--- src/rtl/blvds_frame_gen_if.sv ---
// Bus between the BLVDS test-pattern generator and its controller/consumer.
// With BLVDS_FRAME_GEN_ERR_INJECT_EN defined, two corruption request lines are added.
interface blvds_frame_gen_if;
  logic        iENABLE;
  logic        iSINGLE;
`ifdef BLVDS_FRAME_GEN_ERR_INJECT_EN
  logic        iERR_HEAD;
  logic        iERR_EPILOG;
`endif
  logic [17:0] oDATA_BLVDS;
  logic        oBUSY;
  logic        oFRAME_DONE;
  logic [15:0] oFRAME_CNT;

  modport master (
    input  iENABLE,
    input  iSINGLE,
`ifdef BLVDS_FRAME_GEN_ERR_INJECT_EN
    input  iERR_HEAD,
    input  iERR_EPILOG,
`endif
    output oDATA_BLVDS,
    output oBUSY,
    output oFRAME_DONE,
    output oFRAME_CNT
  );

  modport slave (
    output iENABLE,
    output iSINGLE,
`ifdef BLVDS_FRAME_GEN_ERR_INJECT_EN
    output iERR_HEAD,
    output iERR_EPILOG,
`endif
    input  oDATA_BLVDS,
    input  oBUSY,
    input  oFRAME_DONE,
    input  oFRAME_CNT
  );
endinterface

--- src/rtl/blvds_frame_gen.sv ---
// Test-pattern BLVDS frame generator: header, incrementing payload, epilog, gap.
// Optional header/epilog corruption is built when BLVDS_FRAME_GEN_ERR_INJECT_EN is defined.
module blvds_frame_gen #(
  parameter logic [15:0] HEADER      = 16'hA5A5,
  parameter logic [15:0] EPILOG      = 16'h5A5A,
  parameter logic [9:0]  PAYLOAD_LEN = 10'd256,
  parameter logic [7:0]  FRAME_GAP   = 8'd100
) (
  input logic               iCLK,
  input logic               iRST_N,
  blvds_frame_gen_if.master fg
);

  typedef enum logic [2:0] {
    ST_IDLE,
    ST_HEAD,
    ST_PAYLOAD,
    ST_EPILOG,
    ST_GAP
  } state_t;

  state_t      state_q, state_nxt;
  logic [9:0]  cnt_q, cnt_nxt;
  logic [17:0] bus_q, bus_nxt;
  logic        busy_q, busy_nxt;
  logic        done_q, done_nxt;
  logic [15:0] frame_cnt_q, frame_cnt_nxt;
  logic [15:0] head_word, epi_word;
  logic        start;
  state_t      gap_exit;

  assign start    = fg.iENABLE | fg.iSINGLE;
  assign gap_exit = fg.iENABLE ? ST_HEAD : ST_IDLE;

`ifdef BLVDS_FRAME_GEN_ERR_INJECT_EN
  logic err_head_q, err_head_nxt;
  logic err_epi_q, err_epi_nxt;

  function automatic logic [15:0] marker(input logic [15:0] nominal, input logic corrupt);
    return corrupt ? ~nominal : nominal;
  endfunction

  assign head_word = marker(HEADER, err_head_q);
  assign epi_word  = marker(EPILOG, err_epi_q);

  // A flag is consumed on entry to its marker word; a pulse in that same cycle re-arms it.
  always_comb begin
    err_head_nxt = err_head_q | fg.iERR_HEAD;
    err_epi_nxt  = err_epi_q | fg.iERR_EPILOG;
    if (state_nxt == ST_HEAD) err_head_nxt = fg.iERR_HEAD;
    if (state_nxt == ST_EPILOG) err_epi_nxt = fg.iERR_EPILOG;
  end

  always_ff @(posedge iCLK or negedge iRST_N) begin
    if (!iRST_N) begin
      err_head_q <= 1'b0;
      err_epi_q  <= 1'b0;
    end else begin
      err_head_q <= err_head_nxt;
      err_epi_q  <= err_epi_nxt;
    end
  end
`else
  assign head_word = HEADER;
  assign epi_word  = EPILOG;
`endif

  always_comb begin
    state_nxt     = state_q;
    cnt_nxt       = cnt_q;
    frame_cnt_nxt = frame_cnt_q;
    bus_nxt       = 18'h0;
    busy_nxt      = 1'b0;
    done_nxt      = 1'b0;

    case (state_q)
      ST_IDLE: begin
        if (start) state_nxt = ST_HEAD;
      end
      ST_HEAD: begin
        state_nxt = ST_PAYLOAD;
        cnt_nxt   = 10'd0;
      end
      ST_PAYLOAD: begin
        if (cnt_q == PAYLOAD_LEN - 10'd1) state_nxt = ST_EPILOG;
        else                               cnt_nxt   = cnt_q + 10'd1;
      end
      ST_EPILOG: begin
        frame_cnt_nxt = frame_cnt_q + 16'd1;
        cnt_nxt       = 10'd0;
        if (FRAME_GAP == 8'd0) state_nxt = gap_exit;
        else                   state_nxt = ST_GAP;
      end
      ST_GAP: begin
        if (cnt_q == {2'b00, FRAME_GAP} - 10'd1) state_nxt = gap_exit;
        else                                      cnt_nxt   = cnt_q + 10'd1;
      end
      default: state_nxt = ST_IDLE;
    endcase

    // Outputs are decoded from the next state so the bus word is registered with it.
    case (state_nxt)
      ST_HEAD: begin
        bus_nxt  = {2'b11, head_word};
        busy_nxt = 1'b1;
      end
      ST_PAYLOAD: begin
        bus_nxt  = {2'b11, (state_q == ST_HEAD) ? frame_cnt_q : bus_q[15:0] + 16'd1};
        busy_nxt = 1'b1;
      end
      ST_EPILOG: begin
        bus_nxt  = {2'b11, epi_word};
        busy_nxt = 1'b1;
        done_nxt = 1'b1;
      end
      ST_GAP: begin
        busy_nxt = 1'b1;
      end
      default: ;
    endcase
  end

  always_ff @(posedge iCLK or negedge iRST_N) begin
    if (!iRST_N) begin
      state_q     <= ST_IDLE;
      cnt_q       <= 10'd0;
      bus_q       <= 18'h0;
      busy_q      <= 1'b0;
      done_q      <= 1'b0;
      frame_cnt_q <= 16'd0;
    end else begin
      state_q     <= state_nxt;
      cnt_q       <= cnt_nxt;
      bus_q       <= bus_nxt;
      busy_q      <= busy_nxt;
      done_q      <= done_nxt;
      frame_cnt_q <= frame_cnt_nxt;
    end
  end

  assign fg.oDATA_BLVDS = bus_q;
  assign fg.oBUSY       = busy_q;
  assign fg.oFRAME_DONE = done_q;
  assign fg.oFRAME_CNT  = frame_cnt_q;

endmodule

--- src/flat_wrapper.sv ---
// flat-port wrapper written by rule: the top's interface ports become plain ports
module blvds_frame_gen_flat 
#(
  parameter logic [15:0] HEADER      = 16'hA5A5,
  parameter logic [15:0] EPILOG      = 16'h5A5A,
  parameter logic [9:0]  PAYLOAD_LEN = 10'd256,
  parameter logic [7:0]  FRAME_GAP   = 8'd100
)
  (iCLK, iRST_N, fg_iENABLE, fg_iSINGLE, fg_oDATA_BLVDS, fg_oBUSY, fg_oFRAME_DONE, fg_oFRAME_CNT);
  blvds_frame_gen_if fg_i ();
  input logic iCLK;
  input logic iRST_N;
  input wire logic [$bits(fg_i.iENABLE)-1:0] fg_iENABLE;
  input wire logic [$bits(fg_i.iSINGLE)-1:0] fg_iSINGLE;
  output wire logic [$bits(fg_i.oDATA_BLVDS)-1:0] fg_oDATA_BLVDS;
  output wire logic [$bits(fg_i.oBUSY)-1:0] fg_oBUSY;
  output wire logic [$bits(fg_i.oFRAME_DONE)-1:0] fg_oFRAME_DONE;
  output wire logic [$bits(fg_i.oFRAME_CNT)-1:0] fg_oFRAME_CNT;
  assign fg_i.iENABLE = fg_iENABLE;
  assign fg_i.iSINGLE = fg_iSINGLE;
  assign fg_oDATA_BLVDS = fg_i.oDATA_BLVDS;
  assign fg_oBUSY = fg_i.oBUSY;
  assign fg_oFRAME_DONE = fg_i.oFRAME_DONE;
  assign fg_oFRAME_CNT = fg_i.oFRAME_CNT;
  blvds_frame_gen #(.HEADER(HEADER), .EPILOG(EPILOG), .PAYLOAD_LEN(PAYLOAD_LEN), .FRAME_GAP(FRAME_GAP)) u_core (.iCLK(iCLK), .iRST_N(iRST_N), .fg(fg_i));
endmodule
--- config.mk ---
export PLATFORM = sky130hd
export DESIGN_NAME = blvds_frame_gen_flat
export DESIGN_NICKNAME = d
export VERILOG_FILES = /design/src/rtl/blvds_frame_gen_if.sv /design/src/rtl/blvds_frame_gen.sv /design/src/flat_wrapper.sv
export SDC_FILE = /design/constraint.sdc
export NUM_CORES = 1
export LEC_CHECK = 0
export BUFFER_PORTS_ARGS = -buffer_cell sky130_fd_sc_hd__buf_2
export CAP_MARGIN = 20
export CORE_MARGIN = 2
export CORE_UTILIZATION = 60
export CTS_CLUSTER_DIAMETER = 80
export DETAILED_ROUTE_END_ITERATION = 8
export PLACE_DENSITY = 0.82
export SKIP_LAST_GASP = 1
export SLEW_MARGIN = 20
export SYNTH_ARGS = -nofsm -noshare
export SYNTH_HDL_FRONTEND = slang
export SYNTH_SLANG_ARGS = --single-unit
--- constraint.sdc ---
create_clock -name iCLK -period 5.3 [get_ports iCLK]
set_input_delay 1.06 -clock iCLK [delete_from_list [all_inputs] [get_ports iCLK]]
set_output_delay 1.06 -clock iCLK [all_outputs]
set_load 0.05 [all_outputs]
Word level (Yosys, flattened, before mapping)

Cells that the tools add are included.

Add/subtract/negate cells: 3
Eq/ne operators: 12
Mux-type cells: 12
Bitwise logic cells: 1
Reduce and logical (&&, ||, !) cells: 5

Operators with widths:

| kind                                                                   | number |
|---|---|
| 18-bit one-hot mux with 3 select lines                                 | 1 |
| 16-bit by 1-bit adder with 16-bit output, second input constant        | 2 |
| 10-bit one-hot mux with 3 select lines                                 | 1 |
| 10-bit two-way mux                                                     | 2 |
| 16-bit two-way mux                                                     | 1 |
| 3-bit one-hot mux with 5 select lines                                  | 1 |
| 3-bit by 2-bit equality test with 1-bit output, second input constant  | 4 |
| 10-bit by 1-bit adder with 10-bit output, second input constant        | 1 |
| 10-bit by 7-bit equality test with 1-bit output, second input constant | 1 |
| 10-bit by 8-bit equality test with 1-bit output, second input constant | 1 |
| 3-bit two-way mux                                                      | 3 |
| 3-bit by 1-bit equality test with 1-bit output, second input constant  | 2 |
| 3-bit equality test, second input constant                             | 2 |
| 2-bit inequality test, second input constant                           | 2 |
| 4-bit OR reduction                                                     | 1 |
| 3-bit zero test                                                        | 1 |
| 1-bit two-way mux                                                      | 3 |
| 3-bit AND reduction                                                    | 1 |
| 3-bit nonzero test                                                     | 1 |
| 2-bit OR reduction                                                     | 1 |
| 1-bit bitwise OR                                                       | 1 |

Bits in registers: 49
Input port bits: 4
Output and inout bits: 36

Longest topological paths before layout

Depth after elaboration: 6
Gate-level depth with buffers: 9

Least setup slack after synthesis

No wires, ideal clock.

Path kind: register to register
Start: register u_core.cnt_q[0]
End: register u_core.bus_q[10], in the netlist u_core.fg.oDATA_BLVDS[10]
Setup time: 0.133 ns
Arrival time: 1.816 ns
Setup slack: 3.351 ns
Stages on the path, launching flop included: 6
Path buffers: 0
Cell sequence: dfrtp_1 ha_1 or3b_4 or3_1 a21oi_2 o31ai_1

Cells in the longest elaborated chain, start to end: 5
Elaborated cells between the ends (all ways): 9
Those cells by class: 5 x eq/ne; 4 x mux

RTL lines:

| item                                                                                                                      | line                                         | text |
|---|---|---|
| from (decl)                                                                                                               | blvds_frame_gen.sv:23                        | `logic [9:0] cnt_q, cnt_nxt;` |
| from (signal assigned)                                                                                                    | blvds_frame_gen.sv:133                       | `cnt_q <= cnt_nxt;` |
| 10-bit by 7-bit equality test with 1-bit output / 10-bit by 8-bit equality test with 1-bit output (equally long branches) | blvds_frame_gen.sv:95, blvds_frame_gen.sv:85 |  |
| 3-bit two-way mux (on tied branches)                                                                                      | blvds_frame_gen.sv:95, blvds_frame_gen.sv:85 |  |
| 3-bit one-hot mux with 5 select lines *                                                                                   | blvds_frame_gen.sv:76                        | `case (state_q)` |
| 3-bit by 2-bit equality test with 1-bit output / 3-bit by 1-bit equality test with 1-bit output (equally long branches)   | blvds_frame_gen.sv:102                       | `case (state_nxt)` |
| 18-bit one-hot mux with 3 select lines *                                                                                  | blvds_frame_gen.sv:102                       |  |
| via u_core.bus_nxt[10]                                                                                                    | blvds_frame_gen.sv:24                        | `logic [17:0] bus_q, bus_nxt;` |
| to (signal assigned)                                                                                                      | blvds_frame_gen.sv:134                       | `bus_q <= bus_nxt;` |
| to (decl)                                                                                                                 | blvds_frame_gen.sv:24                        |  |

The timed path passes the listed nets; every way through them passes the cells marked *.
A chain may end at the register's enable or synchronous reset.

Worst setup path after layout

Start: register u_core.state_q[2]
End: register u_core.bus_q[6], in the netlist u_core.fg.oDATA_BLVDS[6]

Cells in the longest elaborated chain, start to end: 4
Elaborated cells between the ends (all ways): 14
Those cells by class: 7 x eq/ne; 6 x mux; 1 x reduce/logical

RTL lines:

| item                                                                                                                    | line                   | text |
|---|---|---|
| from (decl)                                                                                                             | blvds_frame_gen.sv:22  | `state_t state_q, state_nxt;` |
| from (signal assigned)                                                                                                  | blvds_frame_gen.sv:132 | `state_q <= state_nxt;` |
| 3-bit equality test (tied with other cells)                                                                             | blvds_frame_gen.sv:76  |  |
| 3-bit one-hot mux with 5 select lines                                                                                   | blvds_frame_gen.sv:76  |  |
| 3-bit by 2-bit equality test with 1-bit output / 3-bit by 1-bit equality test with 1-bit output (equally long branches) | blvds_frame_gen.sv:102 |  |
| 18-bit one-hot mux with 3 select lines *                                                                                | blvds_frame_gen.sv:102 |  |
| via u_core.bus_nxt[6]                                                                                                   | blvds_frame_gen.sv:24  |  |

Marks and branches as above.

==> results.ini <==
[critical_path]
path_class = register to register
crit_chain = nor2b_1 > nand2b_1 > nor2_1 > a211oi_1 > or2_1
cp-end-kind = register
max_stage_delay_ns = 0.71
arrival_ns = 2.59
cp-start-kind = register
worst_ep_required_time_ns = 5.51
path_max_fanout = 15
worst_path_max_delay_cell = nor2b_1

[synth]
synth_ff_type = dfrtp_1
synth.distinct_cells = 46
synth_top_area_share_pct = 48.0
synth_edf_count = 0
ys_top_cells_by_area = dfrtp_1 48%, xnor2_1 4.9%, xor2_1 4.2%
async_flop_share_pct = 100
synth_area_um2 = 2500
yosysSeqAreaShare_pct = 48.0
yosys_warnings = 0
syn_avg_cell_area_um2 = 9.84
synth_top_cell_by_area = dfrtp_1
syn_nets = 261
synthCells = 254
ys_ff_latch = 48

[sta]
worst_slack_ns = 2.92
maxSlewViolCount = 0
layout_min_cycle_time_ns = 2.38
tightest_slew_ns = 0.913
rsz0062_at_grt = no
fin_skew_ns = 0.00815
post-route-period-util_pct = 44.9
setup_viol = 0
fmax_mhz = 420
setup_tns_ns = 0
hold_viol = 0
slew-limit-headroom_pct = 38.9

[layout]
diodes = 0
final_cell_mix = 48 x dfrtp_1, 38 x buf_2, 25 x nor2_1
final_common_cell = dfrtp_1
fin_nets = 298
drive_above_1_share_pct = 20.5
area_growth_pct = 13.4
fin_area_um2 = 2840

[floorplanning]
dieArea_um2 = 4700
core.rowCount = 23
core_area_um2 = 4000
die_w_um = 68.6
start_util_pct = 62.5
die_h_um = 68.6
io_pins = 40

[grt]
track_usage_pct = 26.2
met2_usage_pct = 39.7
antenna_found_initial = 0
grtUsageMet3_pct = 3.41
grt_pass1_vias = 1814
grt_use_met1_pct = 38.3
grt_overflow = 0
grt_pass1_wl_um = 8770
top_usage_layer = met2
grt_max_degree = 49

[detailed_routing]
postRouteAntennaNets = 0
wire_per_inst_um = 16.2
vias = 2057
drtIter0Drc = 182
drcViolationCount = 0
first_pass_iters = 6
viasPerCell = 6.01
wl_um = 5540

[clock_network]
clock_sink_count = 48
clk_pin_slew_ns = 0.09
cts.path.max_buffers = 2
cts-resized-gates = 0
cts-root-buf = clkbuf_8
tritoncts = done
cts_buffers = 5
cts_hold_buf = 0
cts_setup_buffers = 0
h-tree-depth = 2
insertion_delay_ns = 0.31

[pwr]
peakVddDrop_mv = 0.312
leakage_uw = 0.00134
pwr-share-clk_pct = 16.5
power.density_nw_per_um2 = 622
comb_power_share_pct = 49.2
p_seq_share_pct = 34.3
switchingPower_uw = 884
swShare_pct = 50.1
internal-power_uw = 880

[status]
status = completed

[placement]
dpl-instance-area_um2 = 2710
place.port_buffers = 39
dp_hpwl_um = 3900
gp_congestion = 0.917
post-place-ws_ns = 2.98

[hold_path]
hold_class = register to register

[flow_run]
drv_cap = 0

==> layout make-up <==
class                           count  area, µm²
Sequential cell                    48       1200
Fill cell                         301       1160
Inverter                            5       18.8
Multi-Input combinational cell    192       1230
Clock buffer                        7       96.3
Clock inverter                      1       30.0
Tap cell                           50       62.6
Timing Repair Buffer               39        198
==> kinds of logic after synthesis <==
group                      synth area share (%)
adders and majority gates                  1.50
AOI/OAI and AO/OA                          14.3
DFF                                        48.0
and+or+nand+nor                            22.2
buffers and inverters                      2.80
xor gates and xnor gates                   9.11
muxes                                      2.05
==> critical path, delay by kind of cell (launching register included) <==
family	cells	cell delay, ns
DFF	1	0.49
AOI/OAI and AO/OA	1	0.06
and+or+nand+nor	4	1.72
==> registers in the layout, summed over array words and instances, names as in the netlist <==
register	count
u_core.fg.oFRAME_CNT	16
u_core.fg.oDATA_BLVDS	17
u_core.fg.oBUSY	1
u_core.fg.oFRAME_DONE	1
u_core.cnt_q	10
u_core.state_q	3
==> cells in the mapped netlist, drive strengths merged (2+ instances only) <==
| cell | number |
|---|---|
| ha | 3 |
| nand4 | 9 |
| o211ai | 2 |
| and3 | 4 |
| mux2i | 4 |
| a221o | 2 |
| nand2b | 6 |
| o31ai | 8 |
| o21ai | 18 |
| nand2 | 21 |
| a21oi | 12 |
| nand3 | 14 |
| or4 | 3 |
| or3 | 5 |
| nor4 | 2 |
| xnor2 | 14 |
| xor2 | 12 |
| a31oi | 5 |
| nor2 | 25 |
| buf | 5 |
| clkbuf | 4 |
| nor3 | 5 |
| dfrtp | 48 |
| and4 | 4 |
| inv | 5 |
| and2 | 2 |
==> through the flow <==
stage	util, %	cells	power (µW)	hold WS, ns
3_5_place_dp	67.7	334	1470	0.517
4_1_cts	70.8	342	1760	0.536
3_3_place_gp	67.7	334	1450	0.513
2_1_floorplan	-	254	1290	0.483
5_1_grt	70.9	342	1870	0.577
6_report	70.9	342	1760	0.541
==> routing by layer <==
metal / wire, µm / part of all wire (%)
met4: 57 / 1.0
met2: 2630 / 48
met3: 316 / 5.7
met1: 2530 / 46
met5: 0 / 0
==> final timing paths <==
check / cells after the start / slack (ns) / startpoint / end
setup / recovery: 5 / 2.92 / u_core.state_q[2]$_DFF_PN0_ / u_core.fg.oDATA_BLVDS[6]$_DFF_PN0_
hold / removal: 2 / 0.54 / u_core.cnt_q[1]$_DFFE_PN0P_ / u_core.cnt_q[1]$_DFFE_PN0P_
setup reg to reg: 5 / 2.92 / u_core.state_q[2]$_DFF_PN0_ / u_core.fg.oDATA_BLVDS[6]$_DFF_PN0_
hold reg to reg: 2 / 0.54 / u_core.cnt_q[1]$_DFFE_PN0P_ / u_core.cnt_q[1]$_DFFE_PN0P_
max in group asynchronous: 1 / 4.15 / iRST_N / u_core.fg.oFRAME_CNT[5]$_DFFE_PN0N_
min in group asynchronous: 1 / 0.74 / iRST_N / u_core.state_q[0]$_DFF_PN0_
==> power by group through the flow <==
stage	clock network (µW)	logic, µW	registers, µW
final	291	868	605
after global routing	304	943	625
after CTS	294	866	602
after detailed placement	0	861	608
after global placement	0	848	602
after floorplan	0	468	824
Power figures use the tool's default switching activity.
